## src/rtl/conv_pkg.sv

```systemverilog
// conv_pkg: shared definitions for the convolution patch scheduler.
//   state_t        - FSM state encoding (ST_IDLE, ST_SCAN, ST_DONE)
//   *_DEF          - default image geometry and counter/coordinate widths
package conv_pkg;

  typedef enum logic [1:0] {
    ST_IDLE = 2'd0,
    ST_SCAN = 2'd1,
    ST_DONE = 2'd2
  } state_t;

  localparam int IMG_W_DEF = 28;
  localparam int IMG_H_DEF = 28;
  localparam int CW_DEF    = 5;
  localparam int NW_DEF    = 10;

endpackage

```

## src/rtl/axis_stepper.sv

```systemverilog
// axis_stepper: one window coordinate along a single image axis.
//   clk      rising-edge clock
//   rst      synchronous active-low reset (coordinate -> 0)
//   clr_i    force the coordinate to 0 (frame start / abort)
//   adv_i    advance by step_i, wrapping to 0 past limit_i
//   step_i   latched stride
//   limit_i  largest legal coordinate (IMG - patch), CW+1 bits
//   coord_o  current coordinate
//   wrap_o   the next advance would pass limit_i (coordinate is at its last position)
module axis_stepper
  import conv_pkg::*;
#(
  parameter int CW = CW_DEF
) (
  input  logic          clk,
  input  logic          rst,
  input  logic          clr_i,
  input  logic          adv_i,
  input  logic [2:0]    step_i,
  input  logic [CW:0]   limit_i,
  output logic [CW-1:0] coord_o,
  output logic          wrap_o
);

  logic [CW-1:0] coord_q, coord_d;
  logic [CW:0]   sum;

  // One extra bit so coord + step can never wrap before the limit compare.
  assign sum    = {1'b0, coord_q} + {{(CW-2){1'b0}}, step_i};
  assign wrap_o = (sum > limit_i);

  always_comb begin
    coord_d = coord_q;
    if (clr_i) begin
      coord_d = '0;
    end else if (adv_i) begin
      coord_d = wrap_o ? '0 : sum[CW-1:0];
    end
  end

  always_ff @(posedge clk) begin
    if (!rst) begin
      coord_q <= '0;
    end else begin
      coord_q <= coord_d;
    end
  end

  assign coord_o = coord_q;

endmodule

```

## src/rtl/conv_patch_scheduler.sv

```systemverilog
// conv_patch_scheduler: walks a patch_size x patch_size window over an
// IMG_W x IMG_H image in raster order with a programmable stride and hands
// each top-left coordinate downstream over a valid/ready handshake.
//   clk, rst            clock, synchronous active-low reset
//   start, abort        frame start (IDLE only) / drop current frame
//   stride, patch_size  frame configuration, latched on a start in IDLE
//   patch_ready         downstream accepts a coordinate
//   patch_valid/_x/_y   current window position
//   last_patch          final window of the frame (with patch_valid)
//   patch_idx           raster index of the current window
//   busy, done, cfg_err scanning / end-of-frame pulse / rejected-start pulse
module conv_patch_scheduler
  import conv_pkg::*;
#(
  parameter int IMG_W = IMG_W_DEF,
  parameter int IMG_H = IMG_H_DEF,
  parameter int CW    = CW_DEF,
  parameter int NW    = NW_DEF
) (
  input  logic          clk,
  input  logic          rst,
  input  logic          start,
  input  logic          abort,
  input  logic [2:0]    stride,
  input  logic [2:0]    patch_size,
  input  logic          patch_ready,
  output logic          patch_valid,
  output logic [CW-1:0] patch_x,
  output logic [CW-1:0] patch_y,
  output logic          last_patch,
  output logic [NW-1:0] patch_idx,
  output logic          busy,
  output logic          done,
  output logic          cfg_err
);

  localparam logic [CW:0] IMG_W_L = (CW+1)'(IMG_W);
  localparam logic [CW:0] IMG_H_L = (CW+1)'(IMG_H);

  state_t        state_q;
  logic [2:0]    s_q, p_q;
  logic          valid_q, busy_q, done_q, cfg_err_q;
  logic [NW-1:0] idx_q;

  logic [CW:0]   p_ext, psz_ext, xmax, ymax;
  logic          cfg_ok, accept, xfer, clr, adv_x, adv_y;
  logic          x_wrap, y_wrap, last;

  assign p_ext   = {{(CW-2){1'b0}}, p_q};
  assign psz_ext = {{(CW-2){1'b0}}, patch_size};
  // Only meaningful while scanning, where p_q has already been validated.
  assign xmax    = IMG_W_L - p_ext;
  assign ymax    = IMG_H_L - p_ext;

  assign cfg_ok  = (stride != 3'd0) && (patch_size != 3'd0) &&
                   (psz_ext <= IMG_W_L) && (psz_ext <= IMG_H_L);

  // Abort beats a simultaneous start in IDLE.
  assign accept  = (state_q == ST_IDLE) && start && !abort;
  assign xfer    = valid_q && patch_ready;
  assign clr     = accept || (abort && (state_q != ST_IDLE));
  assign adv_x   = xfer && !abort;
  assign adv_y   = adv_x && x_wrap;
  assign last    = x_wrap && y_wrap;

  axis_stepper #(.CW(CW)) u_x (
    .clk    (clk),
    .rst    (rst),
    .clr_i  (clr),
    .adv_i  (adv_x),
    .step_i (s_q),
    .limit_i(xmax),
    .coord_o(patch_x),
    .wrap_o (x_wrap)
  );

  axis_stepper #(.CW(CW)) u_y (
    .clk    (clk),
    .rst    (rst),
    .clr_i  (clr),
    .adv_i  (adv_y),
    .step_i (s_q),
    .limit_i(ymax),
    .coord_o(patch_y),
    .wrap_o (y_wrap)
  );

  always_ff @(posedge clk) begin
    if (!rst) begin
      state_q   <= ST_IDLE;
      s_q       <= '0;
      p_q       <= '0;
      valid_q   <= 1'b0;
      busy_q    <= 1'b0;
      done_q    <= 1'b0;
      cfg_err_q <= 1'b0;
      idx_q     <= '0;
    end else begin
      done_q    <= 1'b0;
      cfg_err_q <= 1'b0;
      case (state_q)
        ST_IDLE: begin
          if (accept) begin
            s_q <= stride;
            p_q <= patch_size;
            if (cfg_ok) begin
              state_q <= ST_SCAN;
              valid_q <= 1'b1;
              busy_q  <= 1'b1;
              idx_q   <= '0;
            end else begin
              cfg_err_q <= 1'b1;
            end
          end
        end
        ST_SCAN: begin
          if (abort) begin
            state_q <= ST_IDLE;
            valid_q <= 1'b0;
            busy_q  <= 1'b0;
          end else if (xfer) begin
            idx_q <= idx_q + NW'(1);
            if (last) begin
              state_q <= ST_DONE;
              valid_q <= 1'b0;
              busy_q  <= 1'b0;
              done_q  <= 1'b1;
            end
          end
        end
        ST_DONE: begin
          state_q <= ST_IDLE;
        end
        default: begin
          state_q <= ST_IDLE;
          valid_q <= 1'b0;
          busy_q  <= 1'b0;
        end
      endcase
    end
  end

  assign patch_valid = valid_q;
  assign last_patch  = valid_q && last;
  assign patch_idx   = idx_q;
  assign busy        = busy_q;
  assign done        = done_q;
  assign cfg_err     = cfg_err_q;

endmodule

```

## config.mk

```make
export PLATFORM = sky130hd
export DESIGN_NAME = conv_patch_scheduler
export DESIGN_NICKNAME = d
export VERILOG_FILES = /design/src/rtl/conv_pkg.sv /design/src/rtl/axis_stepper.sv /design/src/rtl/conv_patch_scheduler.sv
export SDC_FILE = /design/constraint.sdc
export NUM_CORES = 1
export LEC_CHECK = 0
export BUFFER_PORTS_ARGS = -buffer_cell sky130_fd_sc_hd__buf_2
export CORE_UTILIZATION = 56
export CTS_CLUSTER_SIZE = 30
export DETAILED_ROUTE_END_ITERATION = 12
export GPL_ROUTABILITY_DRIVEN = 0
export PLACE_DENSITY = 0.8
export SETUP_SLACK_MARGIN = 0.1
export SYNTH_ARGS = -nofsm -noshare
export SYNTH_HDL_FRONTEND = slang
export SYNTH_HIERARCHICAL = 1
export SYNTH_SLANG_ARGS = --single-unit
```

## constraint.sdc

```tcl
create_clock -name clk -period 4.3 [get_ports clk]
set_input_delay 0.43 -clock clk [delete_from_list [all_inputs] [get_ports clk]]
set_output_delay 0.43 -clock clk [all_outputs]
set_load 0.01 [all_outputs]
```

==> summary.md, run 1 <==
### Pwr
- internal power: 0.000427 W
- PD cells: 250 nW/um2
- Total Power: 0.000587 W
- maximum ir drop on the vdd rail: 0.226 mV
- Net Sw Frac: 27.3%
- part of the total power dissipated in sequential elements: 50.7%
- clock group share of total power: 37.8%
- reported leakage power: 1.11 nW
- Net Sw Power: 0.000160 W
- Comb power frac: 11.5%

### Worst setup path
- startpoint-to-endpoint class of the critical path: reg -> out
- kind of launch point of the worst setup path: flip-flop
- highest net fanout along the worst path: 5
- CP required: 3.87 ns
- Arrival @ worst endpoint: 3.02 ns
- Crit. End Element: output port

### Global routing
- global-route wire length before repair: 7.31 mm
- total track usage: 23.7%
- maximum number of pins on one net before global-route repair: 17
- antenna violations before repair: 0
- number of global-route vias before repair: 1,682
- GRT Residual Overflow: 0

### Final layout
- filler instances: 287
- commonest non-fill, non-tap cell in the layout: sky130_fd_sc_hd__buf_2
- total number of nets in the final design: 310
- synth-to-layout area growth: 13.5%
- Diodes inserted: 0
- share of cells above drive strength 1: 20.9%
- commonest non-fill, non-tap cells in the layout: sky130_fd_sc_hd__buf_2, sky130_fd_sc_hd__dfxtp_1, sky130_fd_sc_hd__nand2_1
- total non-filler cell area in the finished layout: 2350 um2

### Place
- placed wire-length estimate after detailed placement: 3.39 mm
- IO Port Bufs: 35
- Placed Instance Area: 2260 um2

### STA
- fin. max-slew vios: 0
- count of final setup violators: 0
- post-route clock period utilization: 80.2%
- unrepaired setup endpoints after global routing: false
- skew final: 0.00485 ns
- setup_tns: 0 ns
- slew of the pin with the lowest slew margin: 1.12 ns
- hold slack final: 0.392 ns
- maximum clock rate: 290 MHz
- worst-case headroom to the max-slew limit: 24.4%
- final worst path period need: 3.45 ns
- hold violation count in the final report: 0

### Synth
- number of standard cells after synthesis: 240
- sequential share of the synthesized area: 30.0%
- predominant post-synthesis flop cell: sky130_fd_sc_hd__dfxtp_1
- mapped cell area: 2070 um2
- Post-synth ARST share: 0%
- Cell variety after synth: 51
- number of enable-type register cells in the synthesized netlist: 0
- post-synthesis area per instance: 8.61 um2
- FF+latch count, synth: 31
- warnings from Yosys: 6

### Min path
- type of the most critical hold path: in -> reg

### Routing
- total wirelength of the detailed-routed design: 4.45 mm
- DR pass1 iterations: 4
- count of antenna-violating nets left after detailed routing: 0
- routed len/inst: 13.7 um
- drt first-iter violations: 89
- Via density: 5.75
- count of vias placed by the detailed router: 1,863
- drt drc: 0

### Clock network
- number of sinks handled by clock tree synthesis: 31
- TritonCTS Buffers: 5
- number of gates resized after CTS: 0
- insertion delay of the later-clocked pin in the worst-skew pair: 0.29 ns
- clock tree from TritonCTS: done
- Max Buffers Root-to-Sink: 2
- clock-pin slew reported for the worst setup and hold paths after clock tree synthesis: 0.07 ns
- hold_buf cts: 0
- number of levels the H-tree was split into: 2
- buffers inserted by post-CTS timing repair: 0
- clock tree root buffer cell: sky130_fd_sc_hd__clkbuf_8

### Status
- outcome: finished clean

### Floorplanning
- Die Y-Extent: 62.8 um
- Std-Cell Rows: 21
- area of the die: 3940 um2
- I/O pins: 36
- initial core utilization: 60.1%
- Die X-Extent: 62.8 um
- Core Area: 3440 um2

### Run
- max_cap viols: 0

flip-flops by register name (all words and copies together) (netlist names):
signal,cells
busy,1
u_y/coord_o,5
patch_idx,10
done,1
state_q,2
cfg_err,1
s_q,3
p_q,3
u_x/coord_o,5
worst paths after layout:
| path | startpoint | to | slack, ns | cells past startpoint |
|---|---|---|---|---|
| setup / recovery | s_q[1]$_SDFFE_PN0P_ | last_patch | 0.85 | 10 |
| hold / removal | stride[2] | s_q[2]$_SDFFE_PN0P_ | 0.39 | 3 |
| setup reg to reg | s_q[1]$_SDFFE_PN0P_ | u_y/coord_o[4]$_SDFFE_PP0P_ | 0.94 | 12 |
| hold reg to reg | patch_idx[9]$_SDFFE_PN0P_ | patch_idx[9]$_SDFFE_PN0P_ | 0.48 | 2 |
through the flow:
| step | setup WS [ns] | cells | utilization [%] |
|---|---|---|---|
| after floorplan | 1.23 | 242 | - |
| after global placement | 1.03 | 316 | 65.7 |
| after detailed placement | 0.951 | 316 | 65.7 |
| after CTS | 0.863 | 324 | 68.2 |
| after global routing | 0.611 | 324 | 68.2 |
| final | 0.852 | 324 | 68.2 |
cell usage after synthesis (all sizes together) (3+ instances only):
master / count / area, um2
clkbuf: 4 / 15.0
nor2: 19 / 73.8
mux2i: 3 / 30.0
a211oi: 4 / 30.0
buf: 3 / 30.0
and3: 5 / 31.3
a31oi: 6 / 37.5
nand2b: 4 / 25.0
nor4: 5 / 31.3
dfxtp: 31 / 621
a31o: 3 / 26.3
a311oi: 4 / 47.6
ha: 20 / 250
o21ai: 9 / 45.0
nor3: 7 / 46.3
and2: 3 / 18.8
inv: 17 / 63.8
nand4: 3 / 18.8
nand2: 26 / 97.6
o22ai: 3 / 18.8
a21o: 6 / 47.6
a21oi: 14 / 70.1
xor2: 3 / 26.3
xnor2: 4 / 35.0
o21a: 3 / 22.5
power groups by stage:
stage / Clock, W / Combinational (W) / Sequential [W]
after global placement: 0 / 0.0000664 / 0.000304
after CTS: 0.000227 / 0.0000674 / 0.000298
after detailed placement: 0 / 0.0000672 / 0.000304
after floorplan: 0 / 0.0000516 / 0.000302
final: 0.000222 / 0.0000677 / 0.000298
after global routing: 0.000238 / 0.0000760 / 0.000298
area by class of cell:
| type | instances | area [um2] | area share [%] |
|---|---|---|---|
| multi-input combinational | 187 | 1350 | 57.3 |
| sequential | 31 | 621 | 26.5 |
| timing repair buffer | 35 | 175 | 7.47 |
| clock buffer | 5 | 68.8 | 2.93 |
| inverter | 17 | 63.8 | 2.72 |
| tap | 46 | 57.6 | 2.45 |
| clock inverter | 3 | 15.0 | 0.640 |
worst max-delay path: stages (launching register included):
cell	delay (ns)
sky130_fd_sc_hd__dfxtp_1	0.47
sky130_fd_sc_hd__ha_1	0.28
sky130_fd_sc_hd__a21o_1	0.16
sky130_fd_sc_hd__a21oi_1	0.34
sky130_fd_sc_hd__nor2_1	0.10
sky130_fd_sc_hd__ha_1	0.35
sky130_fd_sc_hd__nand4_1	0.16
sky130_fd_sc_hd__o21bai_4	0.22
sky130_fd_sc_hd__a31oi_1	0.28
sky130_fd_sc_hd__and3_1	0.24
sky130_fd_sc_hd__buf_2	0.14
cells by family after synthesis:
logic type	share of synthesized area, %
AO/OA/AOI/OAI	22.3
other	0.363
adder cells (fa/ha/maj)	14.0
AND/OR/NAND/NOR	23.5
XOR/XNOR	2.97
buffers and inverters	5.27
multiplexers	1.45
flip-flops	30.0
routing by layer:
layer	GRT usage (%)	share of wire [%]	vias to the layer above	wire (um)
li1	-	-	953	-
met4	8.72	1.2	0	54
met2	39.0	47	51	2080
met5	0	0	-	0
met1	29.6	47	853	2110
met3	6.20	4.5	6	201
Note: power is estimated with default switching activity, not from simulation.
==> run 2: changes to the inputs <==
--- a/config.mk
+++ b/config.mk
@@ -5,12 +5,13 @@
 export SDC_FILE = /design/constraint.sdc
 export NUM_CORES = 1
 export LEC_CHECK = 0
+export ABC_AREA = 1
 export BUFFER_PORTS_ARGS = -buffer_cell sky130_fd_sc_hd__buf_2
-export CORE_UTILIZATION = 56
+export CORE_UTILIZATION = 51
 export CTS_CLUSTER_SIZE = 30
 export DETAILED_ROUTE_END_ITERATION = 12
 export GPL_ROUTABILITY_DRIVEN = 0
-export PLACE_DENSITY = 0.8
+export PLACE_DENSITY = 0.76
 export SETUP_SLACK_MARGIN = 0.1
 export SYNTH_ARGS = -nofsm -noshare
 export SYNTH_HDL_FRONTEND = slang
==> constraint.sdc (replaced) <==
create_clock -name clk -period 3.05 [get_ports clk]
set_input_delay 0.305 -clock clk [delete_from_list [all_inputs] [get_ports clk]]
set_output_delay 0.305 -clock clk [all_outputs]
set_load 0.01 [all_outputs]
==> summary.md, run 2 <==
### Worst setup path
- count of cells along the worst register-to-register path: 15, was 12
- CP required: 2.74 ns, was 3.87 ns
- highest net fanout along the worst path: 6, was 5
- Crit. End Element: output port, unchanged
- Reg2Reg Setup Slack: 0.49 ns, was 0.94 ns
- critical register-to-register path startpoint: s_q[1]$_SDFFE_PN0P_, unchanged
- Worst R2R End: u_y/coord_o[2]$_SDFFE_PP0P_, was u_y/coord_o[4]$_SDFFE_PP0P_
- kind of launch point of the worst setup path: flip-flop, unchanged
- startpoint-to-endpoint class of the critical path: reg -> out, unchanged
- Arrival @ worst endpoint: 2.50 ns, was 3.02 ns
- CP startpoint: s_q[0]$_SDFFE_PN0P_, was s_q[1]$_SDFFE_PN0P_

### Clock network
- insertion delay of the later-clocked pin in the worst-skew pair: 0.28 ns, was 0.29 ns
- hold_buf cts: 0, unchanged
- TritonCTS Buffers: 5, unchanged
- Max Buffers Root-to-Sink: 2, unchanged
- clock tree from TritonCTS: done, unchanged
- buffers inserted by post-CTS timing repair: 0, unchanged
- number of levels the H-tree was split into: 2, unchanged
- number of sinks handled by clock tree synthesis: 31, unchanged
- clock-pin slew reported for the worst setup and hold paths after clock tree synthesis: 0.06 ns, was 0.07 ns
- clock tree root buffer cell: sky130_fd_sc_hd__clkbuf_8, unchanged

### Synth
- main combinational cell family by area after synthesis: simple AND/OR/NAND/NOR gates, unchanged
- mapped cell area: 2110 um2, was 2070 um2
- Cell variety after synth: 30, was 51
- fraction of post-synthesis cell area in the top cell type by area: 29.3%, was 30.0%
- top cells by count, synth: sky130_fd_sc_hd__nand2_1, sky130_fd_sc_hd__inv_1, sky130_fd_sc_hd__dfxtp_1, was sky130_fd_sc_hd__dfxtp_1, sky130_fd_sc_hd__nand2_1, sky130_fd_sc_hd__ha_1
- cells taking the most area after synthesis: sky130_fd_sc_hd__dfxtp_1, sky130_fd_sc_hd__nand2_1, sky130_fd_sc_hd__ha_1, was sky130_fd_sc_hd__dfxtp_1, sky130_fd_sc_hd__ha_1, sky130_fd_sc_hd__nand2_1
- number of standard cells after synthesis: 307, was 240
- share of cell area taken by muxes after synthesis: 0%, was 1.45%
- adder-cell share of the synthesized area: 13.7%, was 14.0%
- warnings from Yosys: 6, unchanged
- area share of xor/xnor cells in the synthesized design: 1.24%, was 2.97%
- dominant cell by count in the synthesized netlist: sky130_fd_sc_hd__nand2_1, was sky130_fd_sc_hd__dfxtp_1
- post-synthesis area per instance: 6.89 um2, was 8.61 um2
- Post-synth ARST share: 0%, unchanged
- sequential share of the synthesized area: 29.3%, was 30.0%
- cell taking the most area after synthesis: sky130_fd_sc_hd__dfxtp_1, unchanged
- Simple-Gate Fraction of Synth Area: 30.9%, was 23.5%
- FF+latch count, synth: 31, unchanged
- post-synthesis compound-gate area fraction: 13.3%, was 22.3%
- number of enable-type register cells in the synthesized netlist: 0, unchanged
- predominant post-synthesis flop cell: sky130_fd_sc_hd__dfxtp_1, unchanged

### Final layout
- Diodes inserted: 0, unchanged
- commonest non-fill, non-tap cells in the layout: sky130_fd_sc_hd__nand2_1, sky130_fd_sc_hd__inv_1, sky130_fd_sc_hd__buf_2, was sky130_fd_sc_hd__buf_2, sky130_fd_sc_hd__dfxtp_1, sky130_fd_sc_hd__nand2_1
- synth-to-layout area growth: 16.3%, was 13.5%
- post-layout instance count excluding filler cells: 396, was 324
- commonest non-fill, non-tap cell in the layout: sky130_fd_sc_hd__nand2_1, was sky130_fd_sc_hd__buf_2
- number of flip-flops in the largest register: 10, unchanged
- share of cells above drive strength 1: 20.8%, was 20.9%
- total number of nets in the final design: 378, was 310
- filler instances: 385, was 287

### Pwr
- reported leakage power: 1.29 nW, was 1.11 nW
- PD cells: 395 nW/um2, was 250 nW/um2
- maximum ir drop on the vdd rail: 0.305 mV, was 0.226 mV
- Total Power: 0.000972 W, was 0.000587 W

### Routing
- top routing layer in use: met4, unchanged
- Via density: 4.84, was 5.75
- count of antenna-violating nets left after detailed routing: 0, unchanged
- DR WL met2: 2.00 mm, was 2.08 mm
- count of vias placed by the detailed router: 1,915, was 1,863
- detailed-routing wirelength on met1: 2.09 mm, was 2.11 mm
- total wirelength of the detailed-routed design: 4.31 mm, was 4.45 mm
- drt first-iter violations: 81, was 89
- DR pass1 iterations: 4, unchanged
- Met3 Wirelength: 176 um, was 201 um
- routed len/inst: 10.9 um, was 13.7 um
- drt drc: 0, unchanged

### Min path
- beginning of the worst hold path: stride[1], was stride[2]
- Hold Path Depth: 3, unchanged
- Hold Crit Endpoint: s_q[1]$_SDFFE_PN0P_, was s_q[2]$_SDFFE_PN0P_
- type of the most critical hold path: in -> reg, unchanged

### Floorplanning
- Die X-Extent: 66.4 um, was 62.8 um
- Die Y-Extent: 66.4 um, was 62.8 um
- I/O pins: 36, unchanged
- area of the die: 4410 um2, was 3940 um2
- initial core utilization: 52.9%, was 60.1%
- Std-Cell Rows: 23, was 21
- Core Area: 4000 um2, was 3440 um2

### Global routing
- total track usage: 22.0%, was 23.7%
- global-route wire length before repair: 7.36 mm, was 7.31 mm
- maximum number of pins on one net before global-route repair: 15, was 17
- GRT Residual Overflow: 0, unchanged
- number of global-route vias before repair: 1,707, was 1,682
- antenna violations before repair: 0, unchanged

### Place
- worst slack at placement: -0.0456 ns, was 0.951 ns
- IO Port Bufs: 35, unchanged
- number of cells in the design after placement: 388, was 316
- placed wire-length estimate after detailed placement: 3.45 mm, was 3.39 mm

### STA
- final worst path period need: 2.81 ns
- skew final: 0.00569 ns, was 0.00485 ns
- count of final setup violators: 0, unchanged
- post-route clock period utilization: 92.0%
- final worst setup slack: 0.244 ns, was 0.852 ns
- hold violation count in the final report: 0, unchanged
- fin. max-slew vios: 0, unchanged
- unrepaired setup endpoints after global routing: true, was false
- maximum clock rate: 356 MHz

### Status
- outcome: finished clean, unchanged

### Run
- max_cap viols: 0, unchanged

==> run 2: how the worst max path moves through the flow <==
stage	end	slack, ns	cells after the start
after floorplan	u_y/coord_o[2]$_SDFFE_PP0P_	0.52	17
final	last_patch	0.24	16
after global placement	u_y/coord_o[2]$_SDFFE_PP0P_	0.07	17
after detailed placement	u_y/coord_o[2]$_SDFFE_PP0P_	-0.05	17
after global routing	last_patch	0.05	15
after CTS	last_patch	0.13	16
==> run 2: through the flow <==
stage | setup TNS, ns | instance area, um2 | utilization (%) | hold slack (ns)
after detailed placement | -0.0506 | 2320 | 58.0 | 0.474
after CTS | 0 | 2440 | 61.1 | 0.279
after global placement | 0 | 2320 | 58.0 | 0.468
final | 0 | 2460 | 61.5 | 0.287
after floorplan | 0 | 2120 | - | 0.443
after global routing | 0 | 2460 | 61.5 | 0.288
==> run 2: cell families (layout without fill, tap and decap cells) <==
logic type / Yosys count / in the layout
AOI/OAI and AO/OA: 50 / 50
adders and majority gates: 22 / 22
other: 2 / 4
xor gates and xnor gates: 3 / 3
DFF: 31 / 31
and+or+nand+nor: 141 / 141
buffers and inverters: 58 / 95
==> run 2: area by class of cell <==
cell class                      count  area (um2)  area share (%)
Clock buffer                        6        82.6            3.36
Clock inverter                      2        35.0            1.42
Inverter                           52         195            7.94
Multi-Input combinational cell    220        1290            52.4
Sequential cell                    31         621            25.2
Tap cell                           50        62.6            2.54
Timing Repair Buffer               35         175            7.12
==> run 2: routing by layer <==
layer	global-route usage [%]	up-vias
met5	0	-
li1	-	1040
met2	36.6	29
met1	28.3	841
met4	5.59	0
met3	5.52	5
==> run 2: where the power goes <==
part | leakage [nW] | switching [W] | internal (W)
clock | 0.0612 | 0.000156 | 0.000264
sequential | 0.251 | 0.0000103 | 0.000414
combinational | 0.982 | 0.0000802 | 0.0000469
==> run 2: worst max-delay path: stages, from the launching register on <==
cell and delay (ns):
sky130_fd_sc_hd__dfxtp_1 0.33, sky130_fd_sc_hd__ha_1 0.23, sky130_fd_sc_hd__fa_2 0.36, sky130_fd_sc_hd__nand2_1 0.07, sky130_fd_sc_hd__nand2_1 0.07, sky130_fd_sc_hd__nand3_1 0.09, sky130_fd_sc_hd__nand2_2 0.07, sky130_fd_sc_hd__ha_1 0.28
sky130_fd_sc_hd__nand2_2 0.09, sky130_fd_sc_hd__inv_1 0.04, sky130_fd_sc_hd__nand2_1 0.07, sky130_fd_sc_hd__nand3_2 0.09, sky130_fd_sc_hd__nand2_4 0.09, sky130_fd_sc_hd__inv_1 0.05, sky130_fd_sc_hd__nand2_2 0.10, sky130_fd_sc_hd__nor2_1 0.05
sky130_fd_sc_hd__buf_2 0.13
==> run 2: timing repair <==
action	4_1_cts	5_1_grt
pin swaps	0	1
gates cloned	0	0
gates resized for setup	1	5
endpoints found under the setup margin	5	6
==> run 3: changes to the inputs <==
--- a/config.mk
+++ b/config.mk
@@ -12,6 +12,7 @@
 export DETAILED_ROUTE_END_ITERATION = 12
 export GPL_ROUTABILITY_DRIVEN = 0
 export PLACE_DENSITY = 0.76
+export REMOVE_ABC_BUFFERS = 1
 export SETUP_SLACK_MARGIN = 0.1
 export SYNTH_ARGS = -nofsm -noshare
 export SYNTH_HDL_FRONTEND = slang
==> summary.md, run 3 (synthesis results as in run 2) <==
### Global routing
- GRT Residual Overflow: 0, unchanged
- antenna violations before repair: 0, unchanged
- number of global-route vias before repair: 1,783, was 1,707
- total track usage: 22.8%, was 22.0%
- global-route wire length before repair: 7.64 mm, was 7.36 mm
- maximum number of pins on one net before global-route repair: 15, unchanged

### Final layout
- Finished Core Util: 61.6%, was 61.5%
- Diodes inserted: 0, unchanged
- commonest non-fill, non-tap cell in the layout: sky130_fd_sc_hd__nand2_1, unchanged
- total number of nets in the final design: 379, was 378
- commonest non-fill, non-tap cells in the layout: sky130_fd_sc_hd__nand2_1, sky130_fd_sc_hd__inv_1, sky130_fd_sc_hd__buf_2, unchanged
- share of cells above drive strength 1: 22.2%, was 20.8%
- filler instances: 387, was 385
- synth-to-layout area growth: 16.6%, was 16.3%
- number of flip-flops in the largest register: 10, unchanged
- total non-filler cell area in the finished layout: 2460 um2, about the same

### Worst setup path
- library cell contributing the largest single delay on the critical path: sky130_fd_sc_hd__fa_2, unchanged
- Crit. End Element: output port, unchanged
- count of buffering cells on the critical path with inverters included: 3, unchanged
- startpoint-to-endpoint class of the critical path: reg -> out, unchanged
- worst stage delay on the critical path: 0.36 ns, about the same
- kind of launch point of the worst setup path: flip-flop, unchanged
- CP top delay family: adder cells, unchanged
- highest net fanout along the worst path: 6, unchanged
- critical register-to-register path startpoint: s_q[0]$_SDFFE_PN0P_, was s_q[1]$_SDFFE_PN0P_
- critical-path cell list: ha_2 > fa_2 > nand2_1 > nand2_1 > nand3_1 > nand2_2 > ha_1 > nand2_2 > inv_1 > nand2_1 > nand3_2 > nand2_4 > inv_1 > nand2_2 > nor2_1 > buf_2, was ha_1 > fa_2 > nand2_1 > nand2_1 > nand3_1 > nand2_2 > ha_1 > nand2_2 > inv_1 > nand2_1 > nand3_2 > nand2_4 > inv_1 > nand2_2 > nor2_1 > buf_2
- CP required: 2.74 ns, about the same
- Arrival @ worst endpoint: 2.48 ns, was 2.50 ns
- Reg2Reg Setup Slack: 0.39 ns, was 0.49 ns
- CP startpoint: u_y/coord_o[0]$_SDFFE_PP0P_, was s_q[0]$_SDFFE_PN0P_

### Status
- outcome: finished clean, unchanged

### Floorplanning
- initial core utilization: 52.9%, unchanged
- Std-Cell Rows: 23, unchanged
- Die Y-Extent: 66.4 um, unchanged
- Die X-Extent: 66.4 um, unchanged
- Core Area: 4000 um2, unchanged
- area of the die: 4410 um2, unchanged
- I/O pins: 36, unchanged

### STA
- count of final setup violators: 0, unchanged
- final worst path period need: 2.79 ns, was 2.81 ns
- fin. max-slew vios: 0, unchanged
- maximum clock rate: 359 MHz, was 356 MHz
- unrepaired setup endpoints after global routing: false, was true
- hold violation count in the final report: 0, unchanged
- skew final: 0.00746 ns, was 0.00569 ns
- post-route clock period utilization: 91.4%, was 92.0%
- final worst setup slack: 0.261 ns, was 0.244 ns

### Min path
- beginning of the worst hold path: patch_size[2], was stride[1]
- type of the most critical hold path: in -> reg, unchanged

### Routing
- Via density: 4.98, was 4.84
- drt first-iter violations: 79, was 81
- total wirelength of the detailed-routed design: 4.48 mm, was 4.31 mm
- drt drc: 0, unchanged
- routed len/inst: 11.3 um, was 10.9 um
- DR pass1 iterations: 4, unchanged
- count of antenna-violating nets left after detailed routing: 0, unchanged
- count of vias placed by the detailed router: 1,977, was 1,915

### Run
- max_cap viols: 0, unchanged

### Clock network
- hold_buf cts: 0, unchanged
- number of levels the H-tree was split into: 2, unchanged
- number of sinks handled by clock tree synthesis: 31, unchanged
- Max Buffers Root-to-Sink: 2, unchanged
- TritonCTS Buffers: 5, unchanged
- clock-pin slew reported for the worst setup and hold paths after clock tree synthesis: 0.07 ns, was 0.06 ns
- insertion delay of the later-clocked pin in the worst-skew pair: 0.29 ns, was 0.28 ns
- clock tree root buffer cell: sky130_fd_sc_hd__clkbuf_8, unchanged
- clock tree from TritonCTS: done, unchanged

### Place
- worst slack at placement: -0.126 ns, was -0.0456 ns
- placed wire-length estimate after detailed placement: 3.46 mm, was 3.45 mm
- IO Port Bufs: 35, unchanged
- Placed Instance Area: 2320 um2, unchanged

### Pwr
- PD cells: 354 nW/um2, was 395 nW/um2
- maximum ir drop on the vdd rail: 0.219 mV, was 0.305 mV
- Total Power: 0.000873 W, was 0.000972 W
- reported leakage power: 1.27 nW, was 1.29 nW

==> run 3: changes by cell type in the layout (fill, tap and decap cells not counted), sizes merged <==
cell,change
buf,+1
bufinv,-1
clkinvlp,+1
==> run 3: worst min-delay path, delay by kind of cell <==
| kind | cells | cell delay (ns) |
|---|---|---|
| buf+inv | 1 | 0.08 |
| simple gates | 1 | 0.08 |
| compound gates | 1 | 0.07 |
==> run 3: power breakdown <==
group | internal (W) | switching, W | total [W]
sequential | 0.000414 | 0.0000114 | 0.000425
clock | 0.000159 | 0.000159 | 0.000318
combinational | 0.0000487 | 0.0000805 | 0.000129
==> run 3: final cells by class <==
cell class | count | area (um2) | area share (%)
well taps | 50 | 62.6 | 2.54
clock buffers | 6 | 72.6 | 2.94
repair buffers | 36 | 183 | 7.41
inverters | 52 | 195 | 7.92
clock inverters | 2 | 12.5 | 0.508
flip-flops and latches | 31 | 622 | 25.2
multi-input cells | 220 | 1320 | 53.5
==> run 3: path summary, 6_finish.rpt <==
check,endpoint,cells past startpoint
max reg2reg,u_y/coord_o[0]$_SDFFE_PP0P_,17
min,p_q[2]$_SDFFE_PN0P_,3
min reg2reg,p_q[1]$_SDFFE_PN0P_,2
max,last_patch,16
==> run 3: metal layers <==
layer,wire (um),track usage (%)
met5,0,0
met4,59,7.45
met3,229,4.66
met2,2070,39.7
met1,2110,27.8
==> run 3: per-stage QoR <==
stage          setup TNS, ns  hold WS, ns  std cells
2_1_floorplan              0        0.426        303
3_3_place_gp               0        0.458        388
3_5_place_dp          -0.424        0.470        388
4_1_cts                    0        0.286        396
5_1_grt                    0        0.301        397
6_report                   0        0.284        397
==> run 3: what timing repair did <==
| item | in CTS | in global routing |
|---|---|---|
| gates cloned | 0 | 0 |
| setup buffers | 0 | 1 |
| endpoints found under the hold margin | 0 | 0 |
| pin swaps | 0 | 1 |
| resized for setup | 1 | 10 |
| setup endpoints to repair | 5 | 6 |
